**config.mk**
```make
export PLATFORM = sky130hd
export DESIGN_NAME = z88_mem_sched_flat
export DESIGN_NICKNAME = d
export VERILOG_FILES = /design/src/rtl/z88_mem_pkg.sv /design/src/rtl/z88_mem_sched_if.sv /design/src/rtl/z88_sched_rr2.sv /design/src/rtl/z88_mem_sched.sv /design/src/flat_wrapper.sv
export SDC_FILE = /design/constraint.sdc
export NUM_CORES = 1
export LEC_CHECK = 0
export CORE_MARGIN = 5
export CORE_UTILIZATION = 31
export DETAILED_ROUTE_END_ITERATION = 12
export PLACE_DENSITY = 0.65
export SLEW_MARGIN = 15
export SYNTH_ARGS = -nofsm -noshare
export SYNTH_HDL_FRONTEND = slang
export SYNTH_SLANG_ARGS = --single-unit
```
**constraint.sdc**
```tcl
create_clock -name clk -period 2 [get_ports clk]
set_input_delay 0.4 -clock clk [delete_from_list [all_inputs] [get_ports clk]]
set_output_delay 0.4 -clock clk [all_outputs]
set_load 0.01 [all_outputs]
```
**src/rtl/z88_mem_pkg.sv**
```systemverilog
// ============================================================================
// Module  : z88_mem_pkg
// Purpose : Shared types and constants for the slot-0 memory scheduler.
// Revision: 1.0 - initial release
// ============================================================================
`default_nettype none

package z88_mem_pkg;

  // Scheduler access phases
  typedef enum logic [1:0] {
    IDLE   = 2'd0,
    SETUP  = 2'd1,
    STROBE = 2'd2,
    SAMPLE = 2'd3
  } sched_state_t;

  // Which requester owns the current access
  typedef enum logic {
    OWN_CPU = 1'b0,
    OWN_LCD = 1'b1
  } owner_t;

  localparam logic [2:0] SLOT_ROM = 3'b000;
  localparam logic [2:0] SLOT_RAM = 3'b001;
  localparam logic [1:0] BE_LO    = 2'b10;
  localparam logic [1:0] BE_HI    = 2'b01;

  // Pick the byte lane enabled by an active-low byte-enable pair
  function automatic logic [7:0] lane_sel(input logic [1:0] be_n, input logic [15:0] d);
    return be_n[0] ? d[15:8] : d[7:0];
  endfunction

endpackage

`default_nettype wire

```
**src/rtl/z88_mem_sched_if.sv**
```systemverilog
// ============================================================================
// Module  : z88_mem_sched_if
// Purpose : Requester handshakes and external memory pins of the scheduler.
//           slave  = scheduler side, master = requesters/memory side.
// Revision: 1.0 - initial release
// ============================================================================
`default_nettype none

interface z88_mem_sched_if;
  logic        cpu_req;
  logic        cpu_we;
  logic [21:0] cpu_addr;
  logic [7:0]  cpu_wdata;
  logic        cpu_ack;
  logic [7:0]  cpu_rdata;
  logic        lcd_req;
  logic [21:0] lcd_addr;
  logic        lcd_ack;
  logic [7:0]  lcd_rdata;
  logic        rom_ce_n;
  logic        ram_ce_n;
  logic        mem_oe_n;
  logic        mem_we_n;
  logic [1:0]  mem_be_n;
  logic [18:0] mem_addr;
  logic [15:0] mem_wdata;
  logic [15:0] rom_rdata;
  logic [15:0] ram_rdata;

  modport slave (
    input  cpu_req, cpu_we, cpu_addr, cpu_wdata, lcd_req, lcd_addr, rom_rdata, ram_rdata,
    output cpu_ack, cpu_rdata, lcd_ack, lcd_rdata,
    output rom_ce_n, ram_ce_n, mem_oe_n, mem_we_n, mem_be_n, mem_addr, mem_wdata
  );

  modport master (
    output cpu_req, cpu_we, cpu_addr, cpu_wdata, lcd_req, lcd_addr, rom_rdata, ram_rdata,
    input  cpu_ack, cpu_rdata, lcd_ack, lcd_rdata,
    input  rom_ce_n, ram_ce_n, mem_oe_n, mem_we_n, mem_be_n, mem_addr, mem_wdata
  );
endinterface

`default_nettype wire

```
**src/rtl/z88_sched_rr2.sv**
```systemverilog
// ============================================================================
// Module  : z88_sched_rr2
// Purpose : Two-way round-robin grant; when both request, the one not
//           granted last wins. Priority starts with the CPU after reset.
// Revision: 1.0 - initial release
// ============================================================================
`default_nettype none

module z88_sched_rr2
  import z88_mem_pkg::*;
(
  input  wire logic clk,
  input  wire logic rst,
  input  wire logic req_cpu_i,
  input  wire logic req_lcd_i,
  input  wire logic grant_en_i,
  output logic      gnt_valid_o,
  output owner_t    gnt_owner_o
);

  owner_t prio_q;

  // Combinational grant: sole requester wins, ties go to the priority holder
  always_comb begin
    gnt_valid_o = req_cpu_i | req_lcd_i;
    gnt_owner_o = OWN_CPU;
    if (req_cpu_i && req_lcd_i) gnt_owner_o = prio_q;
    else if (req_lcd_i)         gnt_owner_o = OWN_LCD;
  end

  // Priority moves to the side that was not just granted
  always_ff @(posedge clk or posedge rst) begin
    if (rst)                            prio_q <= OWN_CPU;
    else if (grant_en_i && gnt_valid_o) prio_q <= (gnt_owner_o == OWN_CPU) ? OWN_LCD : OWN_CPU;
  end

endmodule

`default_nettype wire

```
**src/rtl/z88_mem_sched.sv**
```systemverilog
// ============================================================================
// Module  : z88_mem_sched
// Purpose : Shares the slot-0 16-bit ROM/RAM port between CPU and LCD.
//           IDLE -> SETUP -> STROBE(1+WAIT_STATES) -> SAMPLE -> IDLE, all
//           pin outputs registered. Optional macro Z88_SCHED_STATS_EN adds
//           cpu_wait_max/lcd_wait_max request-to-ack latency maxima.
// Revision: 1.0 - initial release
// ============================================================================
`default_nettype none

module z88_mem_sched
  import z88_mem_pkg::*;
#(
  parameter logic [18:0] RAM_ADDR_MASK = 19'h07FFF,
  parameter int          WAIT_STATES   = 0,
  parameter bit          ROM_BYTE_WIDE = 1'b0
) (
  input  wire logic       clk,
  input  wire logic       rst,
  z88_mem_sched_if.slave  bus
`ifdef Z88_SCHED_STATS_EN
  ,
  output logic [7:0]      cpu_wait_max,
  output logic [7:0]      lcd_wait_max
`endif
);

  localparam logic [1:0] WS_LAST = 2'(WAIT_STATES);

  sched_state_t state_q;
  owner_t       owner_q;
  owner_t       gnt_owner;
  logic         gnt_valid;
  logic         we_q, is_rom_q, is_ram_q;
  logic [1:0]   ws_cnt_q;
  logic         rom_ce_n_q, ram_ce_n_q, oe_n_q, we_n_q;
  logic [1:0]   be_n_q;
  logic [18:0]  mem_addr_q;
  logic [15:0]  mem_wdata_q;
  logic         cpu_ack_q, lcd_ack_q;
  logic [7:0]   cpu_rdata_q, lcd_rdata_q;

  logic [21:0]  w_sel_addr;
  logic         w_sel_we, w_is_rom, w_is_ram, w_rom8;
  logic [18:0]  w_byte_addr;
  logic [7:0]   w_lane;

  z88_sched_rr2 u_rr (
    .clk         (clk),
    .rst         (rst),
    .req_cpu_i   (bus.cpu_req),
    .req_lcd_i   (bus.lcd_req),
    .grant_en_i  (state_q == IDLE),
    .gnt_valid_o (gnt_valid),
    .gnt_owner_o (gnt_owner)
  );

  // Decode the address of the requester about to be granted so the pins are
  // already valid in the SETUP cycle
  always_comb begin
    w_sel_addr  = (gnt_owner == OWN_CPU) ? bus.cpu_addr : bus.lcd_addr;
    w_sel_we    = (gnt_owner == OWN_CPU) ? bus.cpu_we : 1'b0;
    w_is_rom    = (w_sel_addr[21:19] == SLOT_ROM);
    w_is_ram    = (w_sel_addr[21:19] == SLOT_RAM);
    w_rom8      = w_is_rom && ROM_BYTE_WIDE;
    w_byte_addr = w_is_ram ? (w_sel_addr[18:0] & RAM_ADDR_MASK) : w_sel_addr[18:0];
    w_lane      = 8'h00;
    if (is_rom_q)      w_lane = lane_sel(be_n_q, bus.rom_rdata);
    else if (is_ram_q) w_lane = lane_sel(be_n_q, bus.ram_rdata);
  end

  // Access sequencer with registered strobes, acks and read data
  always_ff @(posedge clk or posedge rst) begin
    if (rst) begin
      state_q     <= IDLE;
      owner_q     <= OWN_CPU;
      we_q        <= 1'b0;
      is_rom_q    <= 1'b0;
      is_ram_q    <= 1'b0;
      ws_cnt_q    <= 2'd0;
      rom_ce_n_q  <= 1'b1;
      ram_ce_n_q  <= 1'b1;
      oe_n_q      <= 1'b1;
      we_n_q      <= 1'b1;
      be_n_q      <= 2'b11;
      mem_addr_q  <= '0;
      mem_wdata_q <= '0;
      cpu_ack_q   <= 1'b0;
      lcd_ack_q   <= 1'b0;
      cpu_rdata_q <= '0;
      lcd_rdata_q <= '0;
    end else begin
      cpu_ack_q <= 1'b0;
      lcd_ack_q <= 1'b0;
      case (state_q)
        IDLE: begin
          if (gnt_valid) begin
            owner_q     <= gnt_owner;
            we_q        <= w_sel_we;
            is_rom_q    <= w_is_rom;
            is_ram_q    <= w_is_ram;
            rom_ce_n_q  <= ~w_is_rom;
            ram_ce_n_q  <= ~w_is_ram;
            mem_addr_q  <= w_rom8 ? w_byte_addr : {1'b0, w_byte_addr[18:1]};
            be_n_q      <= (w_rom8 || !w_sel_addr[0]) ? BE_LO : BE_HI;
            mem_wdata_q <= {bus.cpu_wdata, bus.cpu_wdata};
            state_q     <= SETUP;
          end
        end
        SETUP: begin
          ws_cnt_q <= 2'd0;
          // ROM writes and unmapped accesses get no strobe at all
          oe_n_q   <= ~(!we_q && (is_rom_q || is_ram_q));
          we_n_q   <= ~(we_q && is_ram_q);
          state_q  <= STROBE;
        end
        STROBE: begin
          if (ws_cnt_q == WS_LAST) begin
            oe_n_q  <= 1'b1;
            we_n_q  <= 1'b1;
            state_q <= SAMPLE;
          end else begin
            ws_cnt_q <= ws_cnt_q + 2'd1;
          end
        end
        SAMPLE: begin
          if (owner_q == OWN_CPU) begin
            cpu_ack_q <= 1'b1;
            if (!we_q) cpu_rdata_q <= w_lane;
          end else begin
            lcd_ack_q   <= 1'b1;
            lcd_rdata_q <= w_lane;
          end
          rom_ce_n_q <= 1'b1;
          ram_ce_n_q <= 1'b1;
          be_n_q     <= 2'b11;
          state_q    <= IDLE;
        end
        default: state_q <= IDLE;
      endcase
    end
  end

  assign bus.rom_ce_n  = rom_ce_n_q;
  assign bus.ram_ce_n  = ram_ce_n_q;
  assign bus.mem_oe_n  = oe_n_q;
  assign bus.mem_we_n  = we_n_q;
  assign bus.mem_be_n  = be_n_q;
  assign bus.mem_addr  = mem_addr_q;
  assign bus.mem_wdata = mem_wdata_q;
  assign bus.cpu_ack   = cpu_ack_q;
  assign bus.cpu_rdata = cpu_rdata_q;
  assign bus.lcd_ack   = lcd_ack_q;
  assign bus.lcd_rdata = lcd_rdata_q;

`ifdef Z88_SCHED_STATS_EN
  logic       cpu_busy_q, lcd_busy_q;
  logic [7:0] cpu_cnt_q, lcd_cnt_q, cpu_max_q, lcd_max_q;

  // CPU wait tracker: count clocks from request start to ack, keep maximum
  always_ff @(posedge clk or posedge rst) begin
    if (rst) begin
      cpu_busy_q <= 1'b0;
      cpu_cnt_q  <= '0;
      cpu_max_q  <= '0;
    end else if (cpu_busy_q && cpu_ack_q) begin
      cpu_busy_q <= 1'b0;
      if (cpu_cnt_q > cpu_max_q) cpu_max_q <= cpu_cnt_q;
    end else if (cpu_busy_q) begin
      if (cpu_cnt_q != 8'hFF) cpu_cnt_q <= cpu_cnt_q + 8'd1;
    end else if (bus.cpu_req) begin
      cpu_busy_q <= 1'b1;
      cpu_cnt_q  <= 8'd1;
    end
  end

  // LCD wait tracker: same scheme as the CPU one
  always_ff @(posedge clk or posedge rst) begin
    if (rst) begin
      lcd_busy_q <= 1'b0;
      lcd_cnt_q  <= '0;
      lcd_max_q  <= '0;
    end else if (lcd_busy_q && lcd_ack_q) begin
      lcd_busy_q <= 1'b0;
      if (lcd_cnt_q > lcd_max_q) lcd_max_q <= lcd_cnt_q;
    end else if (lcd_busy_q) begin
      if (lcd_cnt_q != 8'hFF) lcd_cnt_q <= lcd_cnt_q + 8'd1;
    end else if (bus.lcd_req) begin
      lcd_busy_q <= 1'b1;
      lcd_cnt_q  <= 8'd1;
    end
  end

  assign cpu_wait_max = cpu_max_q;
  assign lcd_wait_max = lcd_max_q;
`endif

endmodule

`default_nettype wire

```
**src/flat_wrapper.sv**
```systemverilog
// flat-port wrapper written by rule: the top's interface ports become plain ports
module z88_mem_sched_flat import z88_mem_pkg::*;
#(
  parameter logic [18:0] RAM_ADDR_MASK = 19'h07FFF,
  parameter int          WAIT_STATES   = 0,
  parameter bit          ROM_BYTE_WIDE = 1'b0
)
  (clk, rst, bus_cpu_req, bus_cpu_we, bus_cpu_addr, bus_cpu_wdata, bus_lcd_req, bus_lcd_addr, bus_rom_rdata, bus_ram_rdata, bus_cpu_ack, bus_cpu_rdata, bus_lcd_ack, bus_lcd_rdata, bus_rom_ce_n, bus_ram_ce_n, bus_mem_oe_n, bus_mem_we_n, bus_mem_be_n, bus_mem_addr, bus_mem_wdata);
  z88_mem_sched_if bus_i ();
  input  wire logic clk;
  input  wire logic rst;
  input wire logic [$bits(bus_i.cpu_req)-1:0] bus_cpu_req;
  input wire logic [$bits(bus_i.cpu_we)-1:0] bus_cpu_we;
  input wire logic [$bits(bus_i.cpu_addr)-1:0] bus_cpu_addr;
  input wire logic [$bits(bus_i.cpu_wdata)-1:0] bus_cpu_wdata;
  input wire logic [$bits(bus_i.lcd_req)-1:0] bus_lcd_req;
  input wire logic [$bits(bus_i.lcd_addr)-1:0] bus_lcd_addr;
  input wire logic [$bits(bus_i.rom_rdata)-1:0] bus_rom_rdata;
  input wire logic [$bits(bus_i.ram_rdata)-1:0] bus_ram_rdata;
  output wire logic [$bits(bus_i.cpu_ack)-1:0] bus_cpu_ack;
  output wire logic [$bits(bus_i.cpu_rdata)-1:0] bus_cpu_rdata;
  output wire logic [$bits(bus_i.lcd_ack)-1:0] bus_lcd_ack;
  output wire logic [$bits(bus_i.lcd_rdata)-1:0] bus_lcd_rdata;
  output wire logic [$bits(bus_i.rom_ce_n)-1:0] bus_rom_ce_n;
  output wire logic [$bits(bus_i.ram_ce_n)-1:0] bus_ram_ce_n;
  output wire logic [$bits(bus_i.mem_oe_n)-1:0] bus_mem_oe_n;
  output wire logic [$bits(bus_i.mem_we_n)-1:0] bus_mem_we_n;
  output wire logic [$bits(bus_i.mem_be_n)-1:0] bus_mem_be_n;
  output wire logic [$bits(bus_i.mem_addr)-1:0] bus_mem_addr;
  output wire logic [$bits(bus_i.mem_wdata)-1:0] bus_mem_wdata;
  assign bus_i.cpu_req = bus_cpu_req;
  assign bus_i.cpu_we = bus_cpu_we;
  assign bus_i.cpu_addr = bus_cpu_addr;
  assign bus_i.cpu_wdata = bus_cpu_wdata;
  assign bus_i.lcd_req = bus_lcd_req;
  assign bus_i.lcd_addr = bus_lcd_addr;
  assign bus_i.rom_rdata = bus_rom_rdata;
  assign bus_i.ram_rdata = bus_ram_rdata;
  assign bus_cpu_ack = bus_i.cpu_ack;
  assign bus_cpu_rdata = bus_i.cpu_rdata;
  assign bus_lcd_ack = bus_i.lcd_ack;
  assign bus_lcd_rdata = bus_i.lcd_rdata;
  assign bus_rom_ce_n = bus_i.rom_ce_n;
  assign bus_ram_ce_n = bus_i.ram_ce_n;
  assign bus_mem_oe_n = bus_i.mem_oe_n;
  assign bus_mem_we_n = bus_i.mem_we_n;
  assign bus_mem_be_n = bus_i.mem_be_n;
  assign bus_mem_addr = bus_i.mem_addr;
  assign bus_mem_wdata = bus_i.mem_wdata;
  z88_mem_sched #(.RAM_ADDR_MASK(RAM_ADDR_MASK), .WAIT_STATES(WAIT_STATES), .ROM_BYTE_WIDE(ROM_BYTE_WIDE)) u_core (.clk(clk), .rst(rst), .bus(bus_i));
endmodule
```
* Word level (Yosys, flattened, before mapping)
Cells that the tools add are included.
Word-level totals: register bits 67, output and inout port bits 59, logic and storage cells 80
Operators by class: equal/unequal tests 7, multiplexer cells 29, bitwise gates (word level) 7, add/sub/neg operators 1, reduce and logical (&&, ||, !) cells 18
Operator list (count):
- $mux W8 | 4
- $mux W22 | 1
- $mux W19 | 1
- $reduce_and A2 Y1 | 6
- $mux W1 | 11
- $mux W2 | 5
- $pmux W1 S2 | 4
- $pmux W2 S2 | 2
- $pmux W2 S4 | 1
- $not A1 Y1 | 6
- $eq A2 B2 Y1 const B | 2
- $logic_and A1 B1 Y1 | 4
- $logic_not A2 Y1 | 2
- $ne A2 B1 Y1 const B | 2
- $reduce_bool A2 Y1 | 2
- $eq A3 B1 Y1 const B | 1
- $logic_not A3 Y1 | 1
- $reduce_and A3 Y1 | 1
- $add A2 B1 Y2 const B | 1
- $eq A2 B1 Y1 const B | 1
- $ne A2 B2 Y1 const B | 1
- $logic_not A1 Y1 | 1
- $logic_or A1 B1 Y1 | 1
- $or A1 B1 Y1 | 1

* Logic depth before layout (Yosys ltp)
Gate-level depths: netlist of run 1.
depth in word-level cells 7, mapped depth 7, mapped depth without buffers 6

* Hierarchy
Synthesis of run 1 repeated with hierarchy kept, for this count alone.
Second synthesis, totals: cells, all modules 262, area total of the unflattened synthesis 3146.8 um^2
Modules (own cells, without submodules):
- z88_mem_sched | cells each 255, area each 3089.2 um^2, seq. area each 1458.9 um^2, times used 1
- z88_sched_rr2 | cells each 7, area each 57.6 um^2, seq. area each 25.0 um^2, times used 1

* Worst setup path after synthesis of run 1
Ideal clock, no wire load.
kind register to register, start point reg u_core.be_n_q[0], in the netlist u_core.bus.mem_be_n[0], end point reg u_core.lcd_rdata_q[2], in the netlist u_core.bus.lcd_rdata[2], buffers on the path 2, setup time 0.131 ns, path slack 0.343 ns, arrival time 1.525 ns, cell stages (with the launch flop) 6, required time 1.869 ns, period minus slack after synthesis 1.657 ns, cells stage by stage dfstp_2 > buf_2 > buf_2 > mux2_2 > a22oi_1 > o21ai_0
Between the ends: longest elaborated chain between the ends 3, elaborated cells on any way between the ends 4, those cells by class mux (4)
Ends and longest elaborated chain:
- from (decl) | RTL line z88_mem_sched.sv:37 | logic [1:0] be_n_q;
- from (signal assigned) | RTL line z88_mem_sched.sv:105 | be_n_q <= (w_rom8 || !w_sel_addr[0]) ? BE_LO : BE_HI;
- $mux W8 | RTL line z88_mem_pkg.sv:31 | return be_n[0] ? d[15:8] : d[7:0];
- $mux W8 | RTL line z88_mem_sched.sv:69 | else if (is_ram_q) w_lane = lane_sel(be_n_q, bus.ram_rdata);
- $mux W8 (*) | RTL line z88_mem_sched.sv:68 | if (is_rom_q) w_lane = lane_sel(be_n_q, bus.rom_rdata);
- to (signal assigned) | RTL line z88_mem_sched.sv:132 | lcd_rdata_q <= w_lane;
- to (decl) | RTL line z88_mem_sched.sv:41 | logic [7:0] cpu_rdata_q, lcd_rdata_q;
Every way passes the cells marked *; elsewhere a longest branch is shown, timed or not. A chain may end at the register's enable or synchronous reset.

* Worst setup path in the final report of run 1
start point reg u_core.be_n_q[0], in the netlist u_core.bus.mem_be_n[0], end point out bus_mem_be_n[0]
RTL lines:
- to (decl) | RTL line flat_wrapper.sv:28 | output wire logic [$bits(bus_i.mem_be_n)-1:0] bus_mem_be_n;
No word-level cell between the ends.

==> impl_metrics.ini, run 1 <==
[timing]
slew_viol_final = 0
fin_crit_sh = 0.943
rsz0062_at_grt = no
fin_crit_ns = 1.89
finalSetupViolations = 0
finalHoldViolations = 0
tns_ns = 0
fmax_mhz = 530
hold_slack_ns = 0.443
fin_skew_ns = 0.0129
worst_slack_ns = 0.114

[critical_path]
worstPathRequired_ns = 1.60
end_kind = output pin
max_stage_delay_ns = 0.62
crit_type = register to output pin
start_kind = register
r2r-start = u_core.bus.mem_be_n[0]
critical_path_depth = 1
crit_buf_inv = 1
reg2reg_slack_ns = 0.20
crit_chain = clkdlybuf4s50_1
rr_worst_depth = 4
cp_slowest_cell = dfstp_4
cp_data_arrival_time_ns = 1.49
worstPathMaxFanout = 2
crit_path_start = u_core.bus.mem_be_n[0]
path_delay_family = flip-flops

[power_and_ir_drop]
power_leakage_uw = 0.00204
combPwrFrac = 0.481
finalPower_uw = 6770
clock_power_share = 0.209
internal-power_uw = 4530
powerDensity_nw_per_um2 = 1450
swShare = 0.331
p_switching_uw = 2240
pwr-share-seq = 0.310
ir_drop_uv = 575

[synthesis]
synth-compound-area-share = 0.165
synth.largest_area_cell = dfrtp_1
syn_inst = 259
synth_top_area_share = 0.464
synthArstFlopShare = 1.00
netlist_area_um2 = 2860
synth_warnings = 0
synth_xor_area_frac = 0
synth_seq_cells = 59
yosysUniqueCellTypes = 38
yosys.area_share.simple = 0.0858
synthMuxAreaShare = 0.116
synthFlopType = dfrtp_1
post_synth.cell_area_avg_um2 = 11.0
syn-num-nets = 354
ys_top_cells_by_area = dfrtp_1 (46%), mux2_2 (10%), dfstp_2 (5.5%)
synth_edf_count = 0
synth_seq_area_share = 0.519
synthAdderAreaFrac = 0.0263
synth_top_family_by_area = compound AO/OA/AOI/OAI gates

[floorplan]
initial_core_util = 0.314
die_area_um2 = 11200
io_pins = 148
core_area_um2 = 9110
rows = 35
fp.dieW_um = 106
die_y_um = 106

[placed_design]
port_buffers = 146
globalplace.congestion = 0.752
dp_slack_ns = -0.0827
dp_hpwl_mm = 6.60

[global_routing]
grt_usage = 0.156
grt_pass1_vias = 2775
grt_max_degree = 60
grt_overflow_total = 0
grt_pass1_wl_mm = 13.9
grt_antenna_before_repair = 0

[job]
maxCapViolCount = 0

[route]
drtAntennaViolNets = 0
vias = 2491
drc = 0
route.final.wire_length_mm = 8.62
wl_per_cell_um = 16.6
drt_first_iter_violations = 151
viasPerCell = 4.79
drt-pass1-iter-count = 5

[finish]
antenna_cells = 0
fillCellCount = 836
multi_input_area_um2 = 1130
seqCellArea_um2 = 1490
nets = 499
drive_gt1_frac = 0.174
syn_to_final_growth_pct = 63.5

[clock_tree]
cts_buffers = 9
clockRootBuffer = clkbuf_8
clk_pin_slew_ns = 0.07
insertion_delay_ns = 0.34
cts_max_path_buffers = 2
htree_levels = 3
cts_tree = yes
cts_sinks = 59

[run_status]
outcome = completed

[min_path]
min_path_type = primary input to async pin
## synthesized netlist by cell type, types with 3 or more instances
cell type,number
a221o_1,4
and3_2,4
inv_1,21
mux2_2,26
dfstp_2,6
nor2b_1,4
nand2_1,18
dfrtp_1,53
mux2i_1,4
a222oi_1,14
o21ai_0,15
ha_1,6
clkbuf_1,4
a21oi_1,18
nor2_1,17
buf_4,9
a22oi_1,7
nor3_1,3
buf_6,4
buf_2,4
## final timing paths
check	end
worst max-delay path	bus_mem_be_n[0]
worst min-delay path	u_core.bus.cpu_rdata[5]
worst max register to register	u_core.bus.lcd_rdata[1]
worst min register to register	u_core.bus.cpu_ack
max in group asynchronous	u_core.bus.mem_we_n
min in group clk	u_core.bus.cpu_ack
## cells in the final DEF (no fill, tap or decap), types with 3 or more instances in the layout
| master | synthesis | layout |
|---|---|---|
| a221o_1 | 4 | 4 |
| ha_1 | 6 | 6 |
| nor2b_1 | 4 | 4 |
| buf_12 | 0 | 3 |
| and3_2 | 4 | 4 |
| clkbuf_8 | 0 | 12 |
| inv_1 | 21 | 20 |
| mux2_2 | 26 | 26 |
| o21ai_0 | 15 | 15 |
| nor2_1 | 17 | 17 |
| dfrtp_1 | 53 | 53 |
| a22oi_1 | 7 | 7 |
| a222oi_1 | 14 | 14 |
| dfstp_2 | 6 | 5 |
| clkdlybuf4s50_1 | 0 | 146 |
| a21oi_1 | 18 | 18 |
| nand2_1 | 18 | 18 |
| bufinv_16 | 0 | 3 |
| mux2i_1 | 4 | 4 |
| buf_4 | 9 | 8 |
| nor3_1 | 3 | 3 |
## stage by stage
stage	util	cell area, um^2	cells
5_1_grt	0.513	4680	520
2_1_floorplan	-	2860	259
3_3_place_gp	0.484	4400	503
6_report	0.513	4680	520
3_5_place_dp	0.484	4400	503
4_1_cts	0.513	4680	520
## sequential cells by signal, summed over array words and instances, names as in the netlist, 2 cells and up
signal,count
u_core.bus.mem_addr,18
u_core.bus.cpu_rdata,8
u_core.bus.lcd_rdata,8
u_core.bus.mem_wdata,8
u_core.bus.mem_be_n,2
u_core.state_q,2
u_core.ws_cnt_q,2
## final cells by class
type | count | share of cell area
Sequential cell | 59 | 0.318
Tap cell | 111 | 0.0297
Clock inverter | 4 | 0.0203
Inverter | 21 | 0.0169
Clock buffer | 12 | 0.0353
Multi-Input combinational cell | 156 | 0.241
Timing Repair Buffer | 157 | 0.338
## logic make-up (layout without fill, tap and decap cells)
group | after synthesis | in the layout
buffers and inverters | 44 | 194
multiplexers | 30 | 30
AND/OR/NAND/NOR | 52 | 52
AO/OA/AOI/OAI | 67 | 67
adder cells (fa/ha/maj) | 6 | 6
flip-flops | 59 | 59
other | 1 | 1
## power by group through the flow
stage | Clock (uW) | Combinational [uW] | Sequential, uW
floorplan | 0 | 1590 | 2260
detailed placement | 0 | 3230 | 2170
CTS | 1450 | 3310 | 2110
global placement | 0 | 3160 | 2160
global route | 1520 | 3540 | 2190
finish | 1420 | 3250 | 2100
## metal layers
layer	global-route usage	wire length (um)	up-vias
li1	-	-	1204
met1	0.181	3420	1165
met2	0.260	4260	114
met3	0.0674	850	8
met4	0.0509	96	0
met5	0	0	-
## timing repair
action	4_1_cts	5_1_grt
endpoints found under the hold margin	0	0
resized for setup	1	0
endpoints found under the setup margin	1	0
hold buffers	0	0
buffers inserted	1	0
(Power assumes the default switching activity.)
==> inputs of run 2 (changes only) <==
--- a/config.mk
+++ b/config.mk
@@ -5,10 +5,10 @@
 export SDC_FILE = /design/constraint.sdc
 export NUM_CORES = 1
 export LEC_CHECK = 0
+export ABC_AREA = 1
 export CORE_MARGIN = 5
 export CORE_UTILIZATION = 31
 export DETAILED_ROUTE_END_ITERATION = 12
-export PLACE_DENSITY = 0.65
 export SLEW_MARGIN = 15
 export SYNTH_ARGS = -nofsm -noshare
 export SYNTH_HDL_FRONTEND = slang
==> run 2 against run 1 <==
  * Clock skew is 0.00052 ns lower
  * Global-route usage is 0.099 points lower
  * First-iteration DRC count is 7.3% lower
  * Worst setup slack better by 0.067 ns
  * Area after synthesis is 4.3% higher
  * Die area is 3.9% higher
  * Maximum frequency is 3.7% higher
  * Sequential share of layout area is 0.62 points lower
  * Critical path depth stayed put
  * Clock power is 14% lower
==> impl_metrics.ini, run 2 <==
[finish]
nets = 613
final_common_cell = nand2_1
drive_gt1_frac = 0.0918
mostFrequentLayoutCells = nand2_1 (151), clkdlybuf4s50_1 (146), dfrtp_1 (53)
largest_register_ffs = 18
syn_to_final_growth_pct = 59.5
antenna_cells = 0

[floorplan]
rows = 35
die_y_um = 108
core_area_um2 = 9330
io_pins = 148
fp.dieW_um = 108
die_area_um2 = 11700
initial_core_util = 0.320

[critical_path]
reg2reg_slack_ns = 0.36
path_delay_family = buffers and inverters
crit_buf_inv = 1
cp_slowest_cell = clkdlybuf4s50_1
start_kind = register
worstPathRequired_ns = 1.60
max_stage_delay_ns = 0.56
r2r-start = u_core.state_q[0]
crit_type = register to output pin
rr_worst_depth = 5
crit_chain = clkdlybuf4s50_1
cp_data_arrival_time_ns = 1.42
r2r-end = u_core.state_q[1]
end_kind = output pin
worstPathMaxFanout = 2

[global_routing]
grt_overflow_total = 0
grt_pass1_wl_mm = 14.3
grt_max_degree = 27
grt_pass1_vias = 2961
grt_antenna_before_repair = 0
grt_usage = 0.155

[run_status]
outcome = completed

[route]
route.final.wire_length_mm = 8.87
drt_first_iter_violations = 140
drt-pass1-iter-count = 4
wl_per_cell_um = 13.6
drc = 0
vias = 2851
drtAntennaViolNets = 0
viasPerCell = 4.37

[timing]
fmax_mhz = 550
rsz0062_at_grt = no
fin_crit_ns = 1.82
tns_ns = 0
finalHoldViolations = 0
worst_slack_ns = 0.181
fin_crit_sh = 0.910
slew_viol_final = 0
finalSetupViolations = 0
fin_skew_ns = 0.0124

[synthesis]
netlist_area_um2 = 2980
synth_seq_cells = 59
ys_top_cells_by_area = dfrtp_1 (44%), nand2_1 (19%), dfstp_2 (5.3%)
synth_seq_area_share = 0.498
synth_commonest_cells = nand2_1 (151), dfrtp_1 (53), nor2_1 (28)
syn-num-nets = 468
synth.most_common_cell = nand2_1
syn_inst = 373
synth_warnings = 0
synthFlopType = dfrtp_1
post_synth.cell_area_avg_um2 = 7.99
yosysUniqueCellTypes = 28
synth.largest_area_cell = dfrtp_1
synth_edf_count = 0
synth_top_area_share = 0.445
synthArstFlopShare = 1.00

[power_and_ir_drop]
power_leakage_uw = 0.00223
pwr-share-seq = 0.322
p_switching_uw = 2380
combPwrFrac = 0.488
internal-power_uw = 4030
swShare = 0.371
ir_drop_uv = 493
clock_power_share = 0.190
powerDensity_nw_per_um2 = 1350

[clock_tree]
cts_max_path_buffers = 2
cts_sinks = 59
ctsResizeCount = 0
clockRootBuffer = clkbuf_8
cts_buffers = 9
cts_tree = yes
post_cts_buffers = 0
htree_levels = 3
insertion_delay_ns = 0.33
clk_pin_slew_ns = 0.08
cts_hold_buf = 0

[placed_design]
dp_hpwl_mm = 6.93
globalplace.congestion = 0.766
dp_slack_ns = 0.0835
port_buffers = 146

[min_path]
min_path_type = primary input to async pin

[job]
maxCapViolCount = 0
[run 2: how the worst max path moves through the flow]
| stage | to | slack [ns] | cells after the start | start |
|---|---|---|---|---|
| 2_1_floorplan | u_core.bus.cpu_ack | 0.15 | 1 | rst |
| 3_3_place_gp | u_core.we_q | 0.12 | 7 | bus_cpu_req |
| 3_5_place_dp | u_core.is_rom_q | 0.08 | 5 | bus_lcd_req |
| 4_1_cts | bus_mem_be_n[1] | 0.16 | 1 | u_core.bus.mem_be_n[1] |
| 5_1_grt | bus_mem_be_n[1] | 0.13 | 1 | u_core.bus.mem_be_n[1] |
| 6_report | bus_mem_be_n[1] | 0.18 | 1 | u_core.bus.mem_be_n[1] |
[run 2: logic make-up (layout without fill, tap and decap cells)]
kind of cell             count (synthesis)  after routing  share of synthesized area
adder cells (fa/ha/maj)                  6              6                     0.0252
AO/OA/AOI/OAI                           41             41                     0.0810
AND/OR/NAND/NOR                        219            219                      0.309
other                                    1              1                    0.00126
buffers and inverters                   47            197                     0.0860
flip-flops                              59             59                      0.498
[run 2: power by group through the flow]
stage / Clock (uW) / Sequential [uW] / Combinational, uW
5_1_grt: 1310 / 2150 / 3480
2_1_floorplan: 0 / 2260 / 1480
3_5_place_dp: 0 / 2080 / 3180
4_1_cts: 1250 / 2070 / 3180
3_3_place_gp: 0 / 2070 / 3150
6_report: 1220 / 2070 / 3130
[run 2: final cells by class]
class | instances | area (um^2)
multi-input cells | 267 | 1240
well taps | 129 | 161
flip-flops and latches | 59 | 1480
clock buffers | 10 | 138
clock inverters | 6 | 88.8
inverters | 28 | 105
fillers | 913 | 4570
repair buffers | 153 | 1540
[run 2: routing by layer]
layer	track usage	share of wire
met1	0.194	0.43
met2	0.249	0.45
met3	0.0573	0.10
met4	0.0505	0.012
met5	0	0
[run 2: through the flow]
stage | std cells | area (um^2) | total power (uW) | hold slack (ns) | util
6_report | 652 | 4760 | 6420 | 0.375 | 0.510
5_1_grt | 652 | 4760 | 6940 | 0.394 | 0.510
4_1_cts | 652 | 4760 | 6510 | 0.374 | 0.510
3_5_place_dp | 636 | 4530 | 5260 | 0.460 | 0.486
3_3_place_gp | 636 | 4530 | 5220 | 0.458 | 0.486
2_1_floorplan | 373 | 2980 | 3740 | 0.415 | -
==> inputs of run 3 (changes only) <==
--- a/config.mk
+++ b/config.mk
@@ -5,10 +5,10 @@
 export SDC_FILE = /design/constraint.sdc
 export NUM_CORES = 1
 export LEC_CHECK = 0
-export ABC_AREA = 1
 export CORE_MARGIN = 5
 export CORE_UTILIZATION = 31
 export DETAILED_ROUTE_END_ITERATION = 12
+export DONT_BUFFER_PORTS = 1
 export SLEW_MARGIN = 15
 export SYNTH_ARGS = -nofsm -noshare
 export SYNTH_HDL_FRONTEND = slang
==> run 3 against run 2 <==
  * First-iteration DRC count decreased by 26%
  * Highest routed layer unchanged
  * Largest power group is now registers
  * Sequential share of layout area up 16 points
  * Critical path depth increased by 4
  * Count of clock-buffer cells in the layout fell by 1
  * Clock skew is 0.0012 ns higher
  * Worst setup slack improved by 0.062 ns
  * Combinational power shrank 50%
  * Power shrank 17%
  * Core utilization down 17 points
  * Flip-flop and latch count stayed put
  * Critical endpoint is now u_core.bus.mem_addr[14]
  * Die area decreased by 3.7%
==> impl_metrics.ini, run 3 (synthesis gave the netlist of run 1 again) <==
[run_status]
outcome = completed

[timing]
fmax_mhz = 569
rsz0062_at_grt = no
tns_ns = 0
finalSetupViolations = 0
finalHoldViolations = 0
slew_viol_final = 0
fin_skew_ns = 0.0136
fin_crit_sh = 0.878
fin_crit_ns = 1.76

[finish]
nets = 348
antenna_cells = 0
final_common_cell = dfrtp_1
syn_to_final_growth_pct = 9.41
mostFrequentLayoutCells = dfrtp_1 (53), mux2_2 (26), inv_1 (20)
fin_cells = 369
drive_gt1_frac = 0.256
largest_register_ffs = 18

[critical_path]
path_delay_family = simple AND/OR/NAND/NOR gates
max_stage_delay_ns = 0.40
cp_slowest_cell = dfrtp_1
worstPathRequired_ns = 2.22
cpMostUsedCell = and3_2
cp_data_arrival_time_ns = 1.98
end_kind = register
worstPathMaxFanout = 19
crit_buf_inv = 1
start_kind = register
crit_type = register to register
crit_chain = inv_1 > ha_1 > and3_2 > and3_2 > a221o_1

[floorplan]
io_pins = 148
die_area_um2 = 11200
rows = 35
fp.dieW_um = 106
core_area_um2 = 9110
initial_core_util = 0.314
die_y_um = 106

[global_routing]
grt_overflow_total = 0
grt_usage = 0.124
grt_pass1_wl_mm = 10.6
grt_pass1_vias = 1987
grt_max_degree = 47
grt_antenna_before_repair = 0

[placed_design]
port_buffers = 0
dp_cells = 352
dp_hpwl_mm = 5.27
globalplace.congestion = 0.685

[clock_tree]
post_cts_buffers = 0
htree_levels = 3
clk_pin_slew_ns = 0.07
cts_max_path_buffers = 2
cts_buffers = 9
clockRootBuffer = clkbuf_8
cts_sinks = 59
cts_tree = yes
insertion_delay_ns = 0.35

[min_path]
min_path_type = primary input to register

[route]
drtAntennaViolNets = 0
route.final.wire_length_mm = 6.92
drt-pass1-iter-count = 6
viasPerCell = 5.27
drc = 0
vias = 1944
drt_first_iter_violations = 104
wl_per_cell_um = 18.7

[power_and_ir_drop]
ir_drop_uv = 687
pwr-share-seq = 0.473
clock_power_share = 0.230
power_leakage_uw = 0.00143
powerDensity_nw_per_um2 = 1700
p_switching_uw = 2070
internal-power_uw = 3250
swShare = 0.390
combPwrFrac = 0.297

[job]
maxCapViolCount = 0
[run 3: cell count changes in the layout (fill, tap and decap cells not counted), sizes merged, moves of 15 or more]
cell | previous run | this run
nand2 | 159 | 18
clkdlybuf4s50 | 146 | 0
nand3 | 26 | 1
mux2 | 0 | 26
o21ai | 32 | 16
a21oi | 4 | 19
[run 3: what timing repair did]
item	in CTS	in global routing
endpoints found under the hold margin	13	0
gates resized for setup	0	1
endpoints found under the setup margin	0	8
hold buffers	1	0
[run 3: worst paths after layout]
path	from	end	slack (ns)	cells after the start
setup / recovery	u_core.state_q[0]	u_core.bus.mem_addr[14]	0.24	5
hold / removal	bus_cpu_addr[4]	u_core.bus.mem_addr[3]	0.19	2
setup reg to reg	u_core.state_q[0]	u_core.bus.mem_addr[14]	0.24	5
hold reg to reg	u_core.owner_q	u_core.bus.cpu_ack	0.44	1
max in group asynchronous	rst	u_core.bus.rom_ce_n	0.93	3
min in group asynchronous	rst	u_core.bus.lcd_ack	0.45	2
[run 3: power groups by stage]
| stage | combinational (uW) | clock, uW | sequential, uW |
|---|---|---|---|
| after floorplan | 1590 | 0 | 2260 |
| after global placement | 1550 | 0 | 2550 |
| after detailed placement | 1610 | 0 | 2560 |
| after CTS | 1610 | 1270 | 2550 |
| after global routing | 1800 | 1320 | 2610 |
| final | 1580 | 1230 | 2520 |
[run 3: area by class of cell]
cell class                      count  area, um^2
Fill cell                         926        5980
Clock inverter                      7         100
Sequential cell                    59        1480
Tap cell                          111         139
Clock buffer                        9         124
Timing Repair Buffer                6        72.6
Multi-Input combinational cell    156        1130
Inverter                           21        78.8
[run 3: metrics by stage]
step                instance area [um^2]  power (uW)  setup WS (ns)  hold slack [ns]   util
floorplan                           2860        3850          0.154            0.434      -
global placement                    2890        4090          0.165            0.261  0.318
detailed placement                  2890        4170         0.0915            0.263  0.318
CTS                                 3130        5430         0.0236            0.164  0.343
global route                        3130        5730          0.131            0.165  0.343
finish                              3130        5320          0.243            0.186  0.343
[run 3: per-layer routing]
layer  GRT usage  vias up  share of wire  wire [um]
met5           0        -              0          0
met4      0.0555        0          0.014        100
met3      0.0468       11           0.11        735
met2       0.204      128           0.48       3330
met1       0.144      896           0.40       2750
li1            -      909              -          -
==> RTL change 1 (config.mk and constraints of run 3) <==
`ROM_BYTE_WIDE` is set to 1'b0 in 2 places; all go to 1'b1.
--- a/src/rtl/z88_mem_sched.sv
+++ b/src/rtl/z88_mem_sched.sv
@@ -15,3 +15,3 @@
   parameter int          WAIT_STATES   = 0,
-  parameter bit          ROM_BYTE_WIDE = 1'b0
+  parameter bit          ROM_BYTE_WIDE = 1'b1
 ) (
--- a/src/flat_wrapper.sv
+++ b/src/flat_wrapper.sv
@@ -5,3 +5,3 @@
   parameter int          WAIT_STATES   = 0,
-  parameter bit          ROM_BYTE_WIDE = 1'b0
+  parameter bit          ROM_BYTE_WIDE = 1'b1
 )
Check against the original RTL: not equivalent (Yosys sat finds a counterexample within 4 cycles, from zero or initial values and one cycle with rst high).
==> RTL change 1 against run 3 <==
  * Total power grew 5.2%
  * Critical path type unchanged
  * Via count grew 33%
  * Area after synthesis grew 17%
  * Sequential cell count grew 1
  * First-iteration DRC count grew 14%
  * Wire length grew 33%
  * Worst setup slack lost 0.063 ns
  * Fmax shrank 3.5%
  * Clock power shrank 7%
  * Critical endpoint unchanged
  * Clock skew shrank 0.0040 ns
  * Core utilization grew 1.1 points
  * Final area grew 18%
==> RTL change 1: results <==
group,metric,value,unit
setup_path,crit_fanout,12,
global_routing,grt_max_degree,26,
timing,holdWs,0.1672,ns
logic_synthesis,synth_common_cells,"nand2_1, dfrtp_1, nor2_1, a21oi_1, o21ai_0",
routing,wl_per_cell,18.71,um
logic_synthesis,synth.distinct_cells,46,
routing,wl_met1,3729,um
routing,num_vias,2579,
logic_synthesis,synth_xor_area_frac,0.002629,
routing,wl_met3,905,um
setup_path,r2r_slack,0.18,ns
global_routing,grt_pass1_vias,2782,
routing,drt_iter0_drc,119,
global_routing,use_met1,0.1629,
worst_hold_path,hp-start,"bus_cpu_wdata[7]",
setup_path,cpPeakStageDelay,0.38,ns
power_and_ir_drop,power_leakage,1.644,nW
power_and_ir_drop,p_clk,1.15,mW
setup_path,critPathTopFamily,"compound AO/OA/AOI/OAI gates",
global_routing,grtUsageMet2,0.2332,
worst_hold_path,holdPathEnd,"u_core.bus.mem_wdata[7]",
setup_path,arrival,2.05,ns
logic_synthesis,synth-compound-area-share,0.2047,
placed_design,dp_hpwl,7133,um
global_routing,grt_pass1_wl,14320,um
placed_design,place.gp.congestion,0.7813,
routing,wl,9206,um
global_routing,grt_usage,0.1409,
power_and_ir_drop,p_per_area,1515,mW/mm^2
logic_synthesis,muxShareOfSynthArea,0.08674,
finish,largest_reg_flops,19,
routing,wl_met2,4536,um
logic_synthesis,synth-adder-area-share,0.02253,
logic_synthesis,syn_area_per_cell,9.386,um^2
logic_synthesis,netlist_top_cells_area,"dfrtp_1, nand2_1, mux2_2",
outcome,outcome,"finished, final reports clean",
==> RTL change 1: changes by cell type after synthesis, sizes merged, moves of 6 or more <==
cell,delta
nor2,+13
a222oi,-14
a221oi,+6
inv,-13
clkbuf,+6
a21oi,+6
a211oi,+7
a21o,+7
mux2,-11
mux2i,+8
nand2,+54
nor3b,+6
==> RTL change 1: worst reg2reg max path: cells and delay by family (launching register included) <==
family | cells | cell delay [ns]
AO/OA/AOI/OAI | 3 | 0.84
flip-flops | 1 | 0.38
AND/OR/NAND/NOR | 2 | 0.50
==> RTL change 1: area by class of cell <==
class	count	area (um^2)
timing repair buffer	15	127.6
clock inverter	3	45.04
sequential	60	1509
inverter	8	30.03
tap	136	170.2
multi-input combinational	258	1649
fill	1084	6720
clock buffer	12	165.2
==> RTL change 1: timing repair <==
action	in CTS	in global routing
hold buffers	1	0
endpoints found under the setup margin	0	8
endpoints found under the hold margin	20	0
resized for setup	0	2
==> RTL change 2 (config.mk and constraints of run 3) <==
Without the edit above. Encoding of `sched_state_t`: now one-hot (4 bits for 4 states).
--- a/src/rtl/z88_mem_pkg.sv
+++ b/src/rtl/z88_mem_pkg.sv
@@ -10,7 +10,7 @@
   // Scheduler access phases
-  typedef enum logic [1:0] {
-    IDLE   = 2'd0,
-    SETUP  = 2'd1,
-    STROBE = 2'd2,
-    SAMPLE = 2'd3
+  typedef enum logic [3:0] {
+    IDLE   = 4'b0001,
+    SETUP  = 4'b0010,
+    STROBE = 4'b0100,
+    SAMPLE = 4'b1000
   } sched_state_t;
Formal check against the unedited RTL: same outputs for any inputs over 10 cycles, from zero or initial values and one cycle with rst high; not proved beyond that.
==> RTL change 2 against run 3 <==
  * Clock skew is 0.0081 ns lower
  * Total power is 2.7% higher
  * Wire length is 9.2% higher
  * Area after synthesis is 1.7% higher
  * Worst setup slack worse by 0.056 ns
  * Largest cell class unchanged
  * Sequential cell count is 2 higher
  * Final area is 4.4% higher
  * Critical path depth is 3 lower
  * Global-route usage is 0.77 points higher
==> RTL change 2: results <==
group,metric,value,unit
outcome,outcome,"finished, final reports clean",
finish,largest_reg_flops,18,
cts,cts_sinks,61,
global_routing,grt_usage,0.1317,
setup_path,critical-path-slowest-cell,"dfstp_2",
worst_hold_path,hold_path_class,"input pin to async pin",
global_routing,grt_pass1_wl,11730,um
cts,clk_pin_slew,0.07,ns
timing,clock_skew,0.005468,ns
finish,fill_cells,926,
routing,drc,0,
cts,ctsRootBufferMaster,"clkbuf_8",
power_and_ir_drop,vdd_drop_max,0.6833,mV
setup_path,crit_fanout,17,
routing,wl,7548,um
cts,htree_levels,3,
routing,drt_iter0_drc,108,
placed_design,port_buffers,0,
logic_synthesis,synth.yosys.warnings,0,
placed_design,dp_hpwl,5815,um
setup_path,cpPeakStageDelay,0.78,ns
finish,drive_gt1_frac,0.1797,
logic_synthesis,seq_area_frac_synth,0.5280,
finish,antennaDiodeCount,0,
global_routing,antenna_found_initial,0,
logic_synthesis,synth.distinct_cells,47,
cts,clockBufferDepth,2,
logic_synthesis,syn_nets,380,
global_routing,grt_max_degree,62,
setup_path,critPathTopFamily,"flip-flops",
routing,drt-pass1-iter-count,4,
setup_path,arrival,1.41,ns
timing,period_minus_slack,1.813,ns
setup_path,r2r_slack,0.19,ns
logic_synthesis,synth_common_cells,"dfrtp_1, nand2_1, nor2_1, a21oi_1",
logic_synthesis,netlist_top_cells_area,"dfrtp_1, dfstp_2, nand2_1",
global_routing,grt_pass1_vias,2233,
routing,num_vias,2134,
cts,clock_latency,0.32,ns
placed_design,place_area,0.003037,mm^2
placed_design,place.gp.congestion,0.7558,
cts,post_cts_resized,0,
logic_synthesis,synthArstFlopShare,1.000,
logic_synthesis,syn_area_per_cell,10.03,um^2
power_and_ir_drop,power_leakage,1.463,nW
cts,cts_setup_buffers,0,
cts,cts_buffers,9,
[RTL change 2: cell count changes after synthesis, moves of 6 or more]
cell | before | now
o21ai_0 | 15 | 9
nand2_1 | 18 | 44
nor2_1 | 17 | 28
and2_0 | 0 | 14
a22oi_1 | 7 | 1
o21ai_1 | 0 | 6
a222oi_1 | 14 | 0
mux2i_1 | 4 | 13
mux2_2 | 26 | 8
inv_1 | 21 | 6
a221o_1 | 4 | 14
[RTL change 2: logic make-up (layout without fill, tap and decap cells)]
kind of cell | Yosys count | count (layout) | synth area share
compound gates | 66 | 66 | 0.1588
xor+xnor | 1 | 1 | 0.003013
fa+ha+maj | 1 | 1 | 0.004302
buf+inv | 32 | 37 | 0.05809
flops | 61 | 61 | 0.5280
mux | 21 | 21 | 0.07573
other cells | 1 | 1 | 0.001290
simple gates | 107 | 107 | 0.1708
[RTL change 2: final cells by class]
class                   count  area (um^2)  area share
flip-flops and latches     61         1535      0.4703
multi-input cells         197         1207      0.3699
well taps                 111        138.9     0.04254
repair buffers             16        132.6     0.04063
clock buffers              10        127.6     0.03910
clock inverters             5        100.1     0.03066
inverters                   6        22.52    0.006899
[RTL change 2: per-layer routing]
metal	up-vias	share of wire	global-route usage
li1	1002	-	-
met1	1015	0.42	0.1644
met2	112	0.48	0.2127
met3	5	0.095	0.05719
met4	0	0.0058	0.02740
met5	-	0	0
[RTL change 2: path summary, 6_finish.rpt]
| check | cells after the start | end | start |
|---|---|---|---|
| min | 2 | u_core.bus.lcd_rdata[1] | rst |
| min reg2reg | 1 | u_core.bus.cpu_ack | u_core.owner_q |
| min in group clk | 2 | u_core.bus.mem_wdata[10] | bus_cpu_wdata[2] |
| max in group asynchronous | 2 | u_core.state_q[0] | rst |
| max reg2reg | 5 | u_core.bus.mem_addr[17] | u_core.state_q[0] |
| max | 2 | bus_mem_be_n[0] | u_core.bus.mem_be_n[0] |
[RTL change 2: metrics by stage]
step | worst slack [ns] | instances | power, mW | util | hold WS, ns
after global routing | 0.02863 | 406 | 5.877 | 0.3550 | 0.03672
after global placement | 0.2538 | 391 | 4.203 | 0.3302 | 0.3777
final | 0.1873 | 406 | 5.466 | 0.3550 | 0.02706
after detailed placement | 0.1656 | 391 | 4.262 | 0.3302 | 0.3916
after floorplan | 0.09854 | 290 | 3.768 | - | 0.4404
after CTS | 0.1512 | 406 | 5.559 | 0.3550 | 0.03049
[RTL change 2: where the power goes]
part / switching [mW] / leakage (nW) / total (mW) / internal [mW]
Combinational: 0.902 / 0.643 / 1.70 / 0.794
Sequential: 0.711 / 0.704 / 2.50 / 1.79
Clock: 0.456 / 0.116 / 1.27 / 0.817
Total: 2.07 / 1.46 / 5.47 / 3.40
